File: config.mk
export PLATFORM = sky130hd
export DESIGN_NAME = axi4s_downsize_trailing
export DESIGN_NICKNAME = d
export VERILOG_FILES = /design/src/rtl/axi4s_downsize_trailing.sv
export SDC_FILE = /design/constraint.sdc
export NUM_CORES = 1
export LEC_CHECK = 0
export BUFFER_PORTS_ARGS = -buffer_cell sky130_fd_sc_hd__buf_2
export CORE_MARGIN = 2
export CORE_UTILIZATION = 52
export DETAILED_ROUTE_END_ITERATION = 16
export HOLD_SLACK_MARGIN = 0.08
export PLACE_DENSITY = 0.91
export SETUP_SLACK_MARGIN = 0.2
export SLEW_MARGIN = 5
export SYNTH_ARGS = -nofsm -noshare
export SYNTH_HDL_FRONTEND = slang
export SYNTH_SLANG_ARGS = --single-unit
File: constraint.sdc
create_clock -name clk -period 2 [get_ports clk]
set_input_delay 0.3 -clock clk [delete_from_list [all_inputs] [get_ports clk]]
set_output_delay 0.3 -clock clk [all_outputs]
set_load 0.02 [all_outputs]
File: src/rtl/axi4s_downsize_trailing.sv
// axi4s_downsize_trailing
//   AXI4-Stream width downsizer. Each accepted wide word is emitted as up to
//   RATIO narrow beats, least-significant slice first. Packet length rides in
//   tuser as a trailing-bytes count (0 = full word) on both sides, and slices
//   entirely past the end of a packet are never emitted.
//
// Ports
//   clk, rst            single clock, synchronous active-high reset
//   s_tdata/s_tuser     wide input word and trailing-byte count (last beat only)
//   s_tlast/s_tvalid    input end-of-packet and valid
//   s_tready            input ready (only combinational path from m_tready)
//   m_tdata/m_tuser     narrow output slice and its trailing-byte count
//   m_tlast/m_tvalid    output end-of-packet and valid (all outputs registered)
//   m_tready            output ready
module axi4s_downsize_trailing #(
   parameter int IN_BYTES = 8,
   parameter int RATIO    = 4,
   localparam int OUT_BYTES = IN_BYTES / RATIO,
   localparam int IUW       = $clog2(IN_BYTES),
   localparam int OUW       = (OUT_BYTES > 1) ? $clog2(OUT_BYTES) : 1
) (
   input  logic                   clk,
   input  logic                   rst,
   input  logic [8*IN_BYTES-1:0]  s_tdata,
   input  logic [IUW-1:0]         s_tuser,
   input  logic                   s_tlast,
   input  logic                   s_tvalid,
   output logic                   s_tready,
   output logic [8*OUT_BYTES-1:0] m_tdata,
   output logic [OUW-1:0]         m_tuser,
   output logic                   m_tlast,
   output logic                   m_tvalid,
   input  logic                   m_tready
);

   localparam int OW   = 8 * OUT_BYTES;
   localparam int IDXW = $clog2(RATIO);
   localparam int OSH  = $clog2(OUT_BYTES);

   localparam logic [IUW:0]    FULL_B   = (IUW+1)'(IN_BYTES);
   localparam logic [IUW:0]    MOD_MASK = (IUW+1)'(OUT_BYTES - 1);
   localparam logic [IUW:0]    ONE_B    = (IUW+1)'(1);
   localparam logic [IDXW-1:0] ONE_I    = IDXW'(1);

   typedef enum logic {HOLD_EMPTY, SPLITTING} state_t;

   state_t                  state;
   logic [RATIO-1:0][OW-1:0] word;
   logic                    held_last;
   logic [OUW-1:0]          held_mod;
   logic [IDXW-1:0]         n_last;
   logic [IDXW-1:0]         idx;
   logic [IDXW-1:0]         nxt_idx;

   logic [IUW:0]            ld_b;
   logic [IDXW-1:0]         ld_n_last;
   logic [OUW-1:0]          ld_mod;
   logic                    final_beat;
   logic                    load;
   logic                    advance;

   // Valid-byte count B of the incoming word, its last beat index
   // (ceil(B/OUT_BYTES)-1) and the trailing count of its final slice.
   always_comb begin
      ld_b = FULL_B;
      if (s_tlast && (s_tuser != '0)) begin
         ld_b = {1'b0, s_tuser};
      end
      ld_n_last = IDXW'((ld_b - ONE_B) >> OSH);
      ld_mod    = OUW'(ld_b & MOD_MASK);
   end

   assign final_beat = (idx == n_last);
   assign nxt_idx    = idx + ONE_I;

   // Accepting on the final-beat handoff keeps the output gap-free.
   assign s_tready = !rst && ((state == HOLD_EMPTY) || (m_tready && final_beat));
   assign load     = s_tvalid && s_tready;
   assign advance  = (state == SPLITTING) && m_tready;

   always_ff @(posedge clk) begin
      if (rst) begin
         state     <= HOLD_EMPTY;
         word      <= '0;
         held_last <= 1'b0;
         held_mod  <= '0;
         n_last    <= '0;
         idx       <= '0;
         m_tdata   <= '0;
         m_tuser   <= '0;
         m_tlast   <= 1'b0;
         m_tvalid  <= 1'b0;
      end else if (load) begin
         state     <= SPLITTING;
         word      <= s_tdata;
         held_last <= s_tlast;
         held_mod  <= ld_mod;
         n_last    <= ld_n_last;
         idx       <= '0;
         m_tvalid  <= 1'b1;
         m_tdata   <= s_tdata[OW-1:0];
         if (s_tlast && (ld_n_last == '0)) begin
            m_tlast <= 1'b1;
            m_tuser <= ld_mod;
         end else begin
            m_tlast <= 1'b0;
            m_tuser <= '0;
         end
      end else if (advance) begin
         if (final_beat) begin
            state    <= HOLD_EMPTY;
            idx      <= '0;
            m_tvalid <= 1'b0;
            m_tlast  <= 1'b0;
            m_tuser  <= '0;
         end else begin
            idx     <= nxt_idx;
            m_tdata <= word[nxt_idx];
            if (held_last && (nxt_idx == n_last)) begin
               m_tlast <= 1'b1;
               m_tuser <= held_mod;
            end else begin
               m_tlast <= 1'b0;
               m_tuser <= '0;
            end
         end
      end
   end

endmodule

---- Word-level counts from Yosys, hierarchy flattened ----
Index checks and enable logic that the tools add are counted.
storage, ports and cells
  input bits .............................. 72
  output and inout port bits .............. 20
  logic and storage cells ................. 55
  register bits ........................... 89
cells by class
  equality and inequality tests ........... 3
  add/subtract/negate cells ............... 2
  muxes and demuxes ....................... 20
  reduce and logical (&&, ||, !) cells .... 16
  bitwise operators ....................... 1
  $lt $le $gt $ge ......................... 1
operator list
  operator               count
  $mux W16               4
  $bmux W16 S2           1
  $mux W1                13
  $logic_and A1 B1 Y1    7
  $eq A2 B2 Y1           2
  $reduce_and A2 Y1      2
  $reduce_bool A2 Y1     2
  $lt A2 B3 Y1 const B   1
  $mux W3                1
  $reduce_bool A3 Y1     1
  $sub A3 B1 Y3 const B  1
  $add A2 B1 Y2 const B  1
  $logic_not A2 Y1       1
  $mux W2                1
  $ne A2 B1 Y1 const B   1
  $reduce_or A2 Y1       1
  $logic_not A1 Y1       1
  $logic_or A1 B1 Y1     1
  $not A1 Y1             1

---- Logic depth before layout (Yosys ltp) ----
  depth after elaboration ................. 8
  mapped depth ............................ 8
  mapped depth without buffers ............ 6

---- Worst setup path after synthesis ----
Ideal clock, no wire load.
  kind .................................... register to register
  from .................................... register idx[0]
  to ...................................... register word[32] (netlist bit)
  cell stages (with the launch flop) ...... 9
  arrival ................................. 1.532 ns
  buffers on the path ..................... 4
  required time ........................... 1.883 ns
  period minus slack after synthesis ...... 1.649 ns
  setup time .............................. 0.117 ns
  slack ................................... 0.351 ns
  path through ............................ dfxtp_1 buf_6 xor2_1 o31a_1 o21ba_1 clkbuf_2 buf_6 buf_6 a22o_1
on the way
  cells in the longest elaborated chain, start to end .. 5
ends and longest elaborated chain
  item                    RTL line  source
  from (decl)             52        logic [IDXW-1:0] idx;
  from (signal assigned)  117       idx <= nxt_idx;
  $eq A2 B2 Y1            73        assign final_beat = (idx == n_last);
  $logic_and A1 B1 Y1     77        assign s_tready = !rst && ((state == HOLD_EMPTY) || (m_tready && final_beat));
  $logic_or A1 B1 Y1      77
  $logic_and A1 B1 Y1     77
  $logic_and A1 B1 Y1     78        assign load = s_tvalid && s_tready;
  to (signal assigned)    95        word <= s_tdata;
  to (decl)               48        logic [RATIO-1:0][OW-1:0] word;
Every way passes these cells.
A chain may end at the register's enable or synchronous reset.

---- Worst setup path in the final report ----
  from .................................... register idx[1]
  to ...................................... output port s_tready
on the way
  cells in the longest elaborated chain, start to end .. 4
ends and longest elaborated chain
  item                 RTL line  source
  $eq A2 B2 Y1         73
  $logic_and A1 B1 Y1  77
  $logic_or A1 B1 Y1   77
  $logic_and A1 B1 Y1  77
  to (decl)            28        output logic s_tready,
Every way passes these cells.

==> results.ini <==
[clocking]
cts-resized-gates = 0
cts_setup_buffers = 0
h-tree-depth = 3
cts.path.max_buffers = 2
cts.clk_slew.worst_paths_ps = 90
cts_tree = yes
root_buffer = clkbuf_8
clk_latency_ps = 350
hold_buffers = 0
cts_buffers = 9
numClockSinks = 89

[logic_synthesis]
synth-edff-count = 0
yosys_warnings = 0
yosysUniqueCellTypes = 37
ys_ff_latch = 89
avgSynthCellArea_um2 = 11.40
synth_nets = 385
synthFlopType = dfxtp_1
async_flop_share_pct = 0
ys_seq_area_share_pct = 50.11
synth_area_mm2 = 0.003556
syn-instance-count = 312

[floorplan]
floorplan.initialDensity_pct = 52.92
core_mm2 = 0.006719
ios = 92
fp.dieArea_mm2 = 0.007516
die_h_um = 86.70
rows = 30
die_w_um = 86.70

[hold_path]
hold_depth = 2
hold_path_class = in -> reg
hp-start = s_tdata[56]
worstHoldEndpoint = word[56]

[power]
p_per_area_mw_per_mm2 = 867.7
p_leak_uw = 0.001837
vdd_ir_drop_max_mv = 0.4261

[detailed_routing]
post_drt_via_cell_ratio = 5.992
firstDrtPassIters = 4
drtIter0Drc = 172
finalWirelength_um = 8919
ant_nets = 0
drc_errors = 0
drt-wirelength-per-cell_um = 18.39
vias = 2906

[critical_path]
slowest_stage = dfxtp_1
endpoint_kind = primary output
path_buf_inv = 1
r2r_slack_ps = 320
critical_path_arrival_ps = 1460
slowest_delay_ps = 330
timing.rr.start = idx[1]
crit_required_ps = 1700
critPathLaunchType = flip-flop
path_max_fanout = 3
crit_start = idx[1]
worst-setup-path-type = reg -> out
r2r-end = n_last[1]
crit_chain = xor2_1, o31a_1, nor2_1, buf_4
cp_top_family = flip-flops
rr_worst_depth = 5

[placement]
port_buffers = 91
dp_cells = 468
gp_congestion = 0.9241
place_hpwl_um = 5958
dpl-instance-area_mm2 = 0.004068
preCtsSetupSlack_ps = 249.0

[global_routing]
overflow = 0
grt_pass1_wl_um = 13980
grt_use_total_pct = 24.10
grt_pass1_vias = 2922
antenna_found_initial = 0
grt_max_degree = 64

[layout]
drive_gt1_share_pct = 35.80
antennaDiodeCount = 0
finish.instance_area_mm2 = 0.004274
synthToLayoutAreaGrowth_pct = 20.20
nets = 473
layoutNonFillerInstCount = 485

[status]
status = finished clean

[sta]
worst_pin_slew_ps = 324.9
period_share_pct = 88.05
finalClockSkew_ps = 6.803
fin_tns_setup_ps = 0
final.setup.worst_slack_ps = 239.0
hold_ws_ps = 154.0
grt_setup_unrepaired = false
period_minus_slack_ps = 1761
slew_viol_final = 0
maxSlewHeadroom_pct = 78.31
hold_violations = 0
setup_viol = 0
max_freq_ghz = 0.5679

[run]
drv_cap = 0

[registers in the layout, indices dropped and copies added, names as in the netlist]
signal / count
word: 64
m_tdata: 16
idx: 2
n_last: 2
held_last: 1
held_mod: 1
m_tlast: 1
m_tuser: 1
state: 1
[synth_stat cells (2+ instances only)]
cell type	number	area share, %
mux2i_1	5	1.4
buf_2	17	2.4
inv_1	2	0.21
nand2_1	19	2.0
dfxtp_1	89	50
and2_1	2	0.35
a31oi_1	3	0.53
mux4_2	16	10
buf_4	2	0.42
a22o_1	66	16
a211oi_1	17	3.6
nor3b_1	2	0.42
xor2_1	2	0.49
buf_6	4	1.3
and3b_1	2	0.49
nor2_1	21	2.2
xnor2_1	3	0.74
a21oi_1	15	2.1
clkbuf_1	6	0.63
nand2b_1	2	0.35
[layer usage]
metal / track usage, % / wire length (um) / up-vias
met5: 0 / 0 / -
met4: 9.659 / 159 / 0
met3: 5.619 / 555 / 19
met2: 38.74 / 4364 / 106
met1: 31.53 / 3840 / 1419
li1: - / - / 1362
[cell type report]
cell class | instances | area, um2
Clock inverter | 5 | 32.53
Timing Repair Buffer | 107 | 615.6
Inverter | 2 | 7.507
Sequential cell | 89 | 1784
Multi-Input combinational cell | 191 | 1603
Tap cell | 80 | 100.1
Clock buffer | 11 | 131.4
Fill cell | 544 | 2445
[how the worst max path moves through the flow]
| stage | end | slack, ps | depth (start not counted) |
|---|---|---|---|
| final | s_tready | 240 | 4 |
| after global routing | s_tready | 200 | 4 |
| after CTS | s_tready | 220 | 4 |
| after detailed placement | m_tdata[9] | 250 | 6 |
| after global placement | word[35] | 330 | 5 |
| after floorplan | word[32] | 350 | 8 |
[through the flow]
stage	utilization [%]	total power (uW)
2_1_floorplan	-	2439
4_1_cts	62.98	3702
5_1_grt	63.61	3861
3_3_place_gp	60.54	2627
3_5_place_dp	60.54	2655
6_report	63.61	3709
[layout by cell type, fill, tap and decap left out, types with 9 or more instances in the layout]
master	n
a211oi_1	17
buf_2	90
buf_4	13
a21oi_1	15
clkbuf_8	9
dfxtp_1	87
nand2_1	19
mux4_2	16
nor2_1	21
a22o_1	66
[logic make-up after synthesis]
kind of cell | share of synthesized area [%]
flops | 50.11
xor+xnor | 1.689
mux | 11.54
fa+ha+maj | 0.3518
simple gates | 6.650
buf+inv | 5.066
compound gates | 24.60
[power by group]
group	internal (uW)	leakage (uW)	switching (uW)
logic	303	0.00102	304
registers	1930	0.000735	102
clock network	450	0.0000870	615
total	2690	0.00184	1020
Power figures use the tool's default switching activity.
